==> src/rtl/div_issue_ctrl_pkg.sv <==
// Shared encodings, constants and small arithmetic helpers for the divide issue controller.
package div_issue_ctrl_pkg;

  // RISC-V M-extension divide flavours as carried on req_op.
  typedef enum logic [1:0] {
    OpDiv  = 2'd0,
    OpDivu = 2'd1,
    OpRem  = 2'd2,
    OpRemu = 2'd3
  } div_op_e;

  // Controller states; the three spare encodings recover to StIdle.
  typedef enum logic [2:0] {
    StIdle  = 3'd0,
    StIssue = 3'd1,
    StWait  = 3'd2,
    StDrain = 3'd3,
    StDone  = 3'd4
  } div_state_e;

  localparam logic [31:0] IntMin  = 32'h8000_0000;
  localparam logic [31:0] AllOnes = 32'hFFFF_FFFF;

  function automatic logic op_is_signed(div_op_e op);
    return (op == OpDiv) || (op == OpRem);
  endfunction

  function automatic logic op_is_rem(div_op_e op);
    return (op == OpRem) || (op == OpRemu);
  endfunction

  // Two's-complement negation, wrapping mod 2^32.
  function automatic logic [31:0] neg32(logic [31:0] v);
    return ~v + 32'd1;
  endfunction

  // Magnitude for the unsigned core; abs(INT_MIN) stays 0x8000_0000 as an unsigned value.
  function automatic logic [31:0] mag32(logic [31:0] v, logic is_signed);
    return (is_signed && v[31]) ? neg32(v) : v;
  endfunction

endpackage

==> src/rtl/div_sign_fix.sv <==
// Restores RISC-V signs on unsigned quotient/remainder magnitudes from the divider core.
module div_sign_fix
  import div_issue_ctrl_pkg::*;
(
  input  logic [31:0] quot_mag,
  input  logic [31:0] rem_mag,
  input  logic        neg_quot,
  input  logic        neg_rem,
  output logic [31:0] quot,
  output logic [31:0] rem
);

  // Conditional negation of each magnitude.
  always_comb begin
    quot = neg_quot ? neg32(quot_mag) : quot_mag;
    rem  = neg_rem  ? neg32(rem_mag)  : rem_mag;
  end

endmodule

==> src/rtl/div_issue_ctrl.sv <==
// Requester-side controller for the 32-bit unsigned iterative divider core: handles signs,
// divide-by-zero and overflow fast paths, and a last-operand result cache.
module div_issue_ctrl
  import div_issue_ctrl_pkg::*;
#(
  parameter bit ENABLE_CACHE = 1'b1
) (
  input  logic        clk,
  input  logic        rst,
  input  logic        req_valid,
  output logic        req_ready,
  input  logic [1:0]  req_op,
  input  logic [31:0] req_a,
  input  logic [31:0] req_b,
  output logic        resp_valid,
  input  logic        resp_ready,
  output logic [31:0] resp_result,
  input  logic        flush,
  output logic        core_start,
  output logic [31:0] core_dividend,
  output logic [31:0] core_divisor,
  input  logic        core_ready,
  input  logic        core_valid,
  input  logic        core_error,
  input  logic [31:0] core_quotient,
  input  logic [31:0] core_remainder
);

  div_state_e  state_q, state_d;
  logic [31:0] res_q, res_d;
  logic [31:0] dvd_q, dvd_d;
  logic [31:0] dvs_q, dvs_d;

  // Request context kept while the core works.
  logic [31:0] a_q, b_q;
  logic        signed_q, is_rem_q, neg_quot_q, neg_rem_q;

  // Last-result cache.
  logic        cache_vld_q;
  logic [31:0] cache_a_q, cache_b_q, cache_quot_q, cache_rem_q;
  logic        cache_signed_q;

  logic        capture_req;
  logic        cache_fill;

  // Request decode.
  div_op_e     op;
  logic        req_signed, req_is_rem, req_neg_quot, req_neg_rem;
  logic        b_zero, ovf, cache_hit;
  logic [31:0] a_mag, b_mag;
  logic [31:0] fix_quot, fix_rem;

  // Decode the offered request and evaluate the fast-path conditions.
  always_comb begin
    op           = div_op_e'(req_op);
    req_signed   = op_is_signed(op);
    req_is_rem   = op_is_rem(op);
    a_mag        = mag32(req_a, req_signed);
    b_mag        = mag32(req_b, req_signed);
    req_neg_quot = req_signed && (req_a[31] ^ req_b[31]);
    req_neg_rem  = req_signed && req_a[31];
    b_zero       = (req_b == '0);
    ovf          = req_signed && (req_a == IntMin) && (req_b == AllOnes);
    cache_hit    = ENABLE_CACHE && cache_vld_q && (cache_a_q == req_a) &&
                   (cache_b_q == req_b) && (cache_signed_q == req_signed);
  end

  // One sign-fix instance feeds both the response and the cache fill.
  div_sign_fix u_sign_fix (
    .quot_mag (core_quotient),
    .rem_mag  (core_remainder),
    .neg_quot (neg_quot_q),
    .neg_rem  (neg_rem_q),
    .quot     (fix_quot),
    .rem      (fix_rem)
  );

  // Next-state, response and core-operand selection.
  always_comb begin
    state_d     = state_q;
    res_d       = res_q;
    dvd_d       = dvd_q;
    dvs_d       = dvs_q;
    capture_req = 1'b0;
    cache_fill  = 1'b0;
    case (state_q)
      StIdle: begin
        if (req_valid && !flush) begin
          state_d = StDone;
          if (b_zero) begin
            res_d = req_is_rem ? req_a : AllOnes;
          end else if (ovf) begin
            res_d = req_is_rem ? '0 : IntMin;
          end else if (cache_hit) begin
            res_d = req_is_rem ? cache_rem_q : cache_quot_q;
          end else begin
            dvd_d       = a_mag;
            dvs_d       = b_mag;
            capture_req = 1'b1;
            state_d     = StIssue;
          end
        end
      end
      StIssue: begin
        // core_ready high means the core samples start this cycle and cannot be aborted.
        if (flush) begin
          state_d = core_ready ? StDrain : StIdle;
        end else if (core_ready) begin
          state_d = StWait;
        end
      end
      StWait: begin
        if (core_valid) begin
          cache_fill = !core_error;
          if (flush) begin
            state_d = StIdle;
          end else begin
            if (core_error) begin
              res_d = is_rem_q ? a_q : AllOnes;
            end else begin
              res_d = is_rem_q ? fix_rem : fix_quot;
            end
            state_d = StDone;
          end
        end else if (flush) begin
          state_d = StDrain;
        end
      end
      StDrain: begin
        if (core_valid) begin
          cache_fill = !core_error;
          state_d    = StIdle;
        end
      end
      StDone: begin
        if (flush || resp_ready) begin
          state_d = StIdle;
        end
      end
      default: state_d = StIdle;
    endcase
  end

  // Control state, response and operand registers.
  always_ff @(posedge clk or posedge rst) begin
    if (rst) begin
      state_q    <= StIdle;
      res_q      <= '0;
      dvd_q      <= '0;
      dvs_q      <= '0;
      a_q        <= '0;
      b_q        <= '0;
      signed_q   <= 1'b0;
      is_rem_q   <= 1'b0;
      neg_quot_q <= 1'b0;
      neg_rem_q  <= 1'b0;
    end else begin
      state_q <= state_d;
      res_q   <= res_d;
      dvd_q   <= dvd_d;
      dvs_q   <= dvs_d;
      if (capture_req) begin
        a_q        <= req_a;
        b_q        <= req_b;
        signed_q   <= req_signed;
        is_rem_q   <= req_is_rem;
        neg_quot_q <= req_neg_quot;
        neg_rem_q  <= req_neg_rem;
      end
    end
  end

  // Cache update on every good core result, including drained ones.
  always_ff @(posedge clk or posedge rst) begin
    if (rst) begin
      cache_vld_q    <= 1'b0;
      cache_a_q      <= '0;
      cache_b_q      <= '0;
      cache_signed_q <= 1'b0;
      cache_quot_q   <= '0;
      cache_rem_q    <= '0;
    end else if (ENABLE_CACHE && cache_fill) begin
      cache_vld_q    <= 1'b1;
      cache_a_q      <= a_q;
      cache_b_q      <= b_q;
      cache_signed_q <= signed_q;
      cache_quot_q   <= fix_quot;
      cache_rem_q    <= fix_rem;
    end
  end

  // Handshake outputs decoded from state.
  always_comb begin
    req_ready     = (state_q == StIdle) && !flush;
    resp_valid    = (state_q == StDone);
    core_start    = (state_q == StIssue);
    resp_result   = res_q;
    core_dividend = dvd_q;
    core_divisor  = dvs_q;
  end

endmodule
==> config.mk <==
export PLATFORM = sky130hd
export DESIGN_NAME = div_issue_ctrl
export DESIGN_NICKNAME = d
export VERILOG_FILES = /design/src/rtl/div_issue_ctrl_pkg.sv /design/src/rtl/div_sign_fix.sv /design/src/rtl/div_issue_ctrl.sv
export SDC_FILE = /design/constraint.sdc
export NUM_CORES = 1
export LEC_CHECK = 0
export ABC_AREA = 0
export CAP_MARGIN = 20
export CORE_MARGIN = 5
export CORE_UTILIZATION = 34
export DETAILED_ROUTE_END_ITERATION = 10
export GPL_TIMING_DRIVEN = 1
export PLACE_DENSITY = 0.56
export SYNTH_ARGS = -nofsm -noshare
export SYNTH_HDL_FRONTEND = slang
export SYNTH_SLANG_ARGS = --single-unit
==> constraint.sdc <==
create_clock -name clk -period 27.4 [get_ports clk]
set_input_delay 8.22 -clock clk [delete_from_list [all_inputs] [get_ports clk]]
set_output_delay 8.22 -clock clk [all_outputs]
set_load 0.01 [all_outputs]
Word level (Yosys, flattened, before mapping)
Index checks and enable logic that the tools add are counted.
{"block": "totals", "register_bits": 297, "wordCells": 107}
{"block": "classes", "n_addsub": 4, "n_eq_ne": 19, "mux": 37, "bitwise_logic": 8, "n_reduce_logical": 23}
{"operator": "two-way mux 32 bit", "count": 16}
{"operator": "adder 32 x 1 -> 32 bit (second input constant)", "count": 4}
{"operator": "NOT 32 bit", "count": 4}
{"operator": "equality test 32 bit", "count": 2}
{"operator": "equality test 32 bit (second input constant)", "count": 2}
{"operator": "one-hot mux 32 bit (2 select lines)", "count": 1}
{"operator": "two-way mux 3 bit", "count": 11}
{"operator": "zero test 32 bit", "count": 1}
{"operator": "one-hot mux 3 bit (5 select lines)", "count": 1}
{"operator": "AND reduction 5 bit", "count": 3}
{"operator": "logical AND 1 bit", "count": 10}
{"operator": "inequality test 2 bit (second input constant)", "count": 4}
{"operator": "two-way mux 1 bit", "count": 7}
{"operator": "equality test 3 x 2 -> 1 bit (second input constant)", "count": 2}
{"operator": "equality test 2 bit (second input constant)", "count": 2}
{"operator": "inequality test 4 bit (second input constant)", "count": 1}
{"operator": "equality test 3 x 1 -> 1 bit (second input constant)", "count": 1}
{"operator": "equality test 3 bit (second input constant)", "count": 1}
{"operator": "zero test 3 bit", "count": 1}
{"operator": "logical OR 1 bit", "count": 3}
{"operator": "inequality test 3 x 2 -> 1 bit (second input constant)", "count": 1}
{"operator": "inequality test 3 bit (second input constant)", "count": 1}
{"operator": "NOT 1 bit", "count": 3}
{"operator": "zero test 1 bit", "count": 2}
{"operator": "other kinds (7)", "count": 7}

Longest topological paths before layout
{"block": "logic_depth", "word_depth": 9, "ltp_mapped": 13, "ltp_nobuf": 9}

Cells and area by module
From an unflattened synthesis, not the netlist that was laid out.
{"block": "hier_totals", "hier_cells": 1526, "hier_area_um2": 16836.1}
{"mod": "div_issue_ctrl", "n_inst": 1, "cells_per_inst": 1324, "area_per_inst_um2": 15371.0, "seq_area_each_um2": 7432.1}
{"mod": "div_sign_fix", "n_inst": 1, "cells_per_inst": 202, "area_per_inst_um2": 1465.2, "seq_area_each_um2": 0.0}

Worst setup path before layout
No wires, ideal clock.
{"block": "synth_timing", "path_type": "input to output", "from": "in flush", "to": "out req_ready", "t_arrival_ps": 8626, "required_time_ps": 19180, "slack_ps": 10554, "path_stages": 1, "cell_sequence": "nor4_1"}
{"block": "synth_between", "elab_chain_len": 2}
{"item": "start, declared", "line": "div_issue_ctrl.sv:18", "rtl": "input logic flush,"}
{"item": "zero test 1 bit", "line": "div_issue_ctrl.sv:194", "rtl": "req_ready = (state_q == StIdle) && !flush;"}
{"item": "logical AND 1 bit", "line": "div_issue_ctrl.sv:194"}
{"item": "end, declared", "line": "div_issue_ctrl.sv:11", "rtl": "output logic req_ready,"}
No other way between the ends.

Worst setup path in the final report
Same ends and word-level chain as after synthesis.

==> flow_metrics.py <==
metrics = {
    "outcome": {
        "outcome": "finished clean",
    },
    "grt": {
        "antenna_found_initial": 3,
        "grt_pass1_wl_mm": 85.9,
        "track_usage_pct": 20.4,
        "grt_max_degree": 170,
        "grt_pass1_vias": 13700,
        "overflow": 0,
    },
    "critical_path": {
        "crit_path_max_incr_delay_ns": 0.58,
        "reg2reg_depth": 9,
        "slowest_stage": "clkdlybuf4s50_1",
        "worstPathMaxFanout": 7,
        "path_buf_inv": 2,
        "arrival_ns": 9.60,
        "r2r_start": "cache_a_q[27]",
        "crit_path_start": "flush",
        "crit_top_cell": "clkdlybuf4s50_1",
        "path_depth": 3,
        "end_kind": "primary output",
        "start_kind": "input pin",
        "required_ns": 19.18,
        "crit_chain": "clkdlybuf4s50_1, nor4_1, clkdlybuf4s50_1",
        "path_class": "in2out",
        "crit_family": "buffers and inverters",
    },
    "synthesis": {
        "yosysWarningCount": 0,
        "synth_top_cell_area_share_pct": 44.4,
        "syn_inst": 1704,
        "synthTopCellsByArea": "dfrtp_1 (44%), nand2_1 (7.5%), mux2_4 (6.3%)",
        "synth_nets": 1847,
        "ys.flop_type": "dfrtp_1",
        "synth_edf_count": 0,
        "yosysTopAreaCell": "dfrtp_1",
        "synthArstFlopShare_pct": 100,
        "syn_area_um2": 16700,
        "syn_avg_cell_area_um2": 9.81,
        "ys_seq_elements": 297,
        "yosysUniqueCellTypes": 79,
        "ys_seq_area_share_pct": 44.4,
    },
    "layout": {
        "final_cell_area_um2": 20700,
        "utilization_pct": 42.5,
        "fin_cells": 2553,
        "fin_nets": 2009,
        "synthToLayoutAreaGrowth_pct": 23.8,
        "layout-drive-gt1-share_pct": 12.9,
    },
    "clocking": {
        "cts-htree-levels": 2,
        "clockBufferDepth": 3,
        "ctsHoldBuffers": 0,
        "cts_buffers": 35,
        "ctsResizeCount": 0,
        "cts_tree": "yes",
        "clk_pin_slew_ns": 0.06,
        "cts.sinks": 297,
        "postCtsSetupRepairBufs": 0,
        "clk_latency_ns": 0.54,
        "root_buffer": "clkbuf_16",
    },
    "floorplan": {
        "die-area_um2": 53700,
        "start_util_pct": 34.3,
        "core_um2": 48700,
        "die_w_um": 232,
        "fp.dieH_um": 232,
        "ios": 237,
        "rows": 81,
    },
    "sta": {
        "slew_violations": 0,
        "post-route-period-util_pct": 65.0,
        "tightest_slew_ns": 1.07,
        "finalSetupTns_ns": 0,
        "fin_skew_ns": 0.0290,
        "setup_violations": 0,
        "period_minus_slack_ns": 17.82,
        "rsz0062_at_grt": "false",
        "relSlewSlack_pct": 28.4,
        "final_hold_viol_count": 0,
        "fmax_ghz": 0.0561,
    },
    "place": {
        "dp_hpwl_mm": 40.7,
        "dp.cells": 2492,
        "place_area_um2": 19500,
        "io_buffers": 236,
        "gp_congestion": 0.858,
    },
    "power": {
        "switching_share_pct": 35.2,
        "p_sw_mw": 0.736,
        "clockPowerShare_pct": 23.0,
        "pwr-share-comb_pct": 40.1,
        "p_int_mw": 1.36,
        "peakVddDrop_v": 0.0000402,
        "power_frac_seq_pct": 36.9,
        "leakage_nw": 8.74,
        "pwr_density_cell_nw_per_um2": 101,
    },
    "detailed_routing": {
        "wire_per_inst_um": 22.1,
        "vias_per_cell": 5.34,
        "met1_length_mm": 26.0,
        "route.detailed.drc": 0,
        "wl_mm": 56.4,
        "drt_first_pass_iters": 5,
        "antenna_left": 0,
        "vias": 13600,
        "dr_wl_met3_mm": 3.13,
        "dr_wl_met2_mm": 26.1,
        "top_layer_used": "met5",
        "drtIter0Drc": 1294,
    },
    "worst_hold_path": {
        "min-delay-path-class": "reg2reg",
        "whs_path_depth": 2,
        "holdCritStartpoint": "b_q[17]",
    },
    "run": {
        "maxCapViolations": 0,
    },
}
==> flip-flops by register name, indices dropped and copies added, names as in the netlist, 3 cells and up <==
name           cells
state_q            3
a_q               32
b_q               32
cache_quot_q      32
cache_a_q         32
core_dividend     32
resp_result       32
cache_b_q         32
core_divisor      32
cache_rem_q       32
==> Yosys cell counts (all sizes together), types with 10 or more instances <==
| master | n |
|---|---|
| clkbuf | 95 |
| nor4 | 22 |
| mux2 | 154 |
| or2 | 10 |
| xnor2 | 64 |
| nor3 | 20 |
| o21ai | 96 |
| a21oi | 40 |
| o22ai | 10 |
| or4 | 23 |
| inv | 48 |
| a221oi | 25 |
| o41ai | 24 |
| buf | 29 |
| nand4 | 19 |
| xor2 | 98 |
| or3 | 22 |
| dfrtp | 297 |
| nand2b | 12 |
| mux2i | 27 |
| a22oi | 15 |
| nand2 | 336 |
| o31ai | 34 |
| nor2 | 58 |
==> worst paths after layout <==
check | end | slack, ns
worst max-delay path | req_ready | 9.58
worst min-delay path | cache_b_q[17] | 0.46
worst max register to register | core_dividend[0] | 22.61
worst min register to register | cache_b_q[17] | 0.46
max in group asynchronous | cache_a_q[11] | 17.67
min in group asynchronous | core_divisor[25] | 8.26
==> worst register-to-register path, stage by stage (launching register included) <==
cell	delay, ns
dfrtp_1	0.39
xor2_1	0.29
nor4_1	0.15
nand4_1	0.18
nor2_1	0.07
a41oi_1	0.70
and3_4	0.78
buf_4	0.68
buf_4	0.90
mux2_2	0.53
==> stage by stage <==
stage	power [mW]	setup slack (ns)	hold slack, ns
6_report	2.09	9.58	0.460
3_3_place_gp	1.60	9.61	0.444
2_1_floorplan	1.27	10.55	0.427
5_1_grt	2.22	9.48	0.479
3_5_place_dp	1.62	9.57	0.450
4_1_cts	2.11	9.57	0.454
==> metal layers <==
layer,GRT usage (%),vias to the layer above
met5,0,-
met4,4.43,4
met3,3.09,70
met2,32.9,435
met1,29.3,6777
li1,-,6336
==> final cells by class <==
cell class	instances	area, um^2
fill	4813	28100
multi-input combinational	1234	8590
sequential	297	7430
timing repair buffer	249	2490
clock buffer	48	1010
tap	664	831
inverter	49	191
clock inverter	11	154
antenna	1	2.50
==> power groups by stage <==
stage	clock network, mW	registers (mW)	logic (mW)
6_report	0.480	0.773	0.840
5_1_grt	0.506	0.797	0.912
4_1_cts	0.491	0.778	0.838
3_5_place_dp	0	0.784	0.833
3_3_place_gp	0	0.776	0.821
2_1_floorplan	0	0.768	0.497
==> cell families (layout without fill, tap and decap cells) <==
| logic type | after synthesis | count (layout) | synth area share (%) |
|---|---|---|---|
| AO/OA/AOI/OAI | 317 | 317 | 13.0 |
| XOR/XNOR | 162 | 162 | 8.48 |
| adder cells (fa/ha/maj) | 5 | 5 | 0.374 |
| buffers and inverters | 173 | 357 | 4.38 |
| flip-flops | 297 | 297 | 44.4 |
| multiplexers | 181 | 181 | 13.6 |
| other | 0 | 1 | 0 |
| AND/OR/NAND/NOR | 569 | 569 | 15.8 |
==> placed cells by master (no fill, tap or decap), drive strengths merged, types with 7 or more instances in the layout <==
cell	count
nor4	22
a21oi	40
a31oi	9
a22oi	15
o22ai	10
nor3	20
clkdlybuf4s50	236
a221oi	25
xnor2	64
nand4	19
o21ai	96
mux2	154
or3	22
o211ai	8
nand3	9
o31ai	34
o41ai	24
clkbuf	48
nor2b	7
inv	49
xor2	98
or4	23
buf	13
nand2	336
dfrtp	297
nand2b	12
nor2	58
mux2i	27
or2	10
Note: power is estimated with default switching activity, not from simulation.
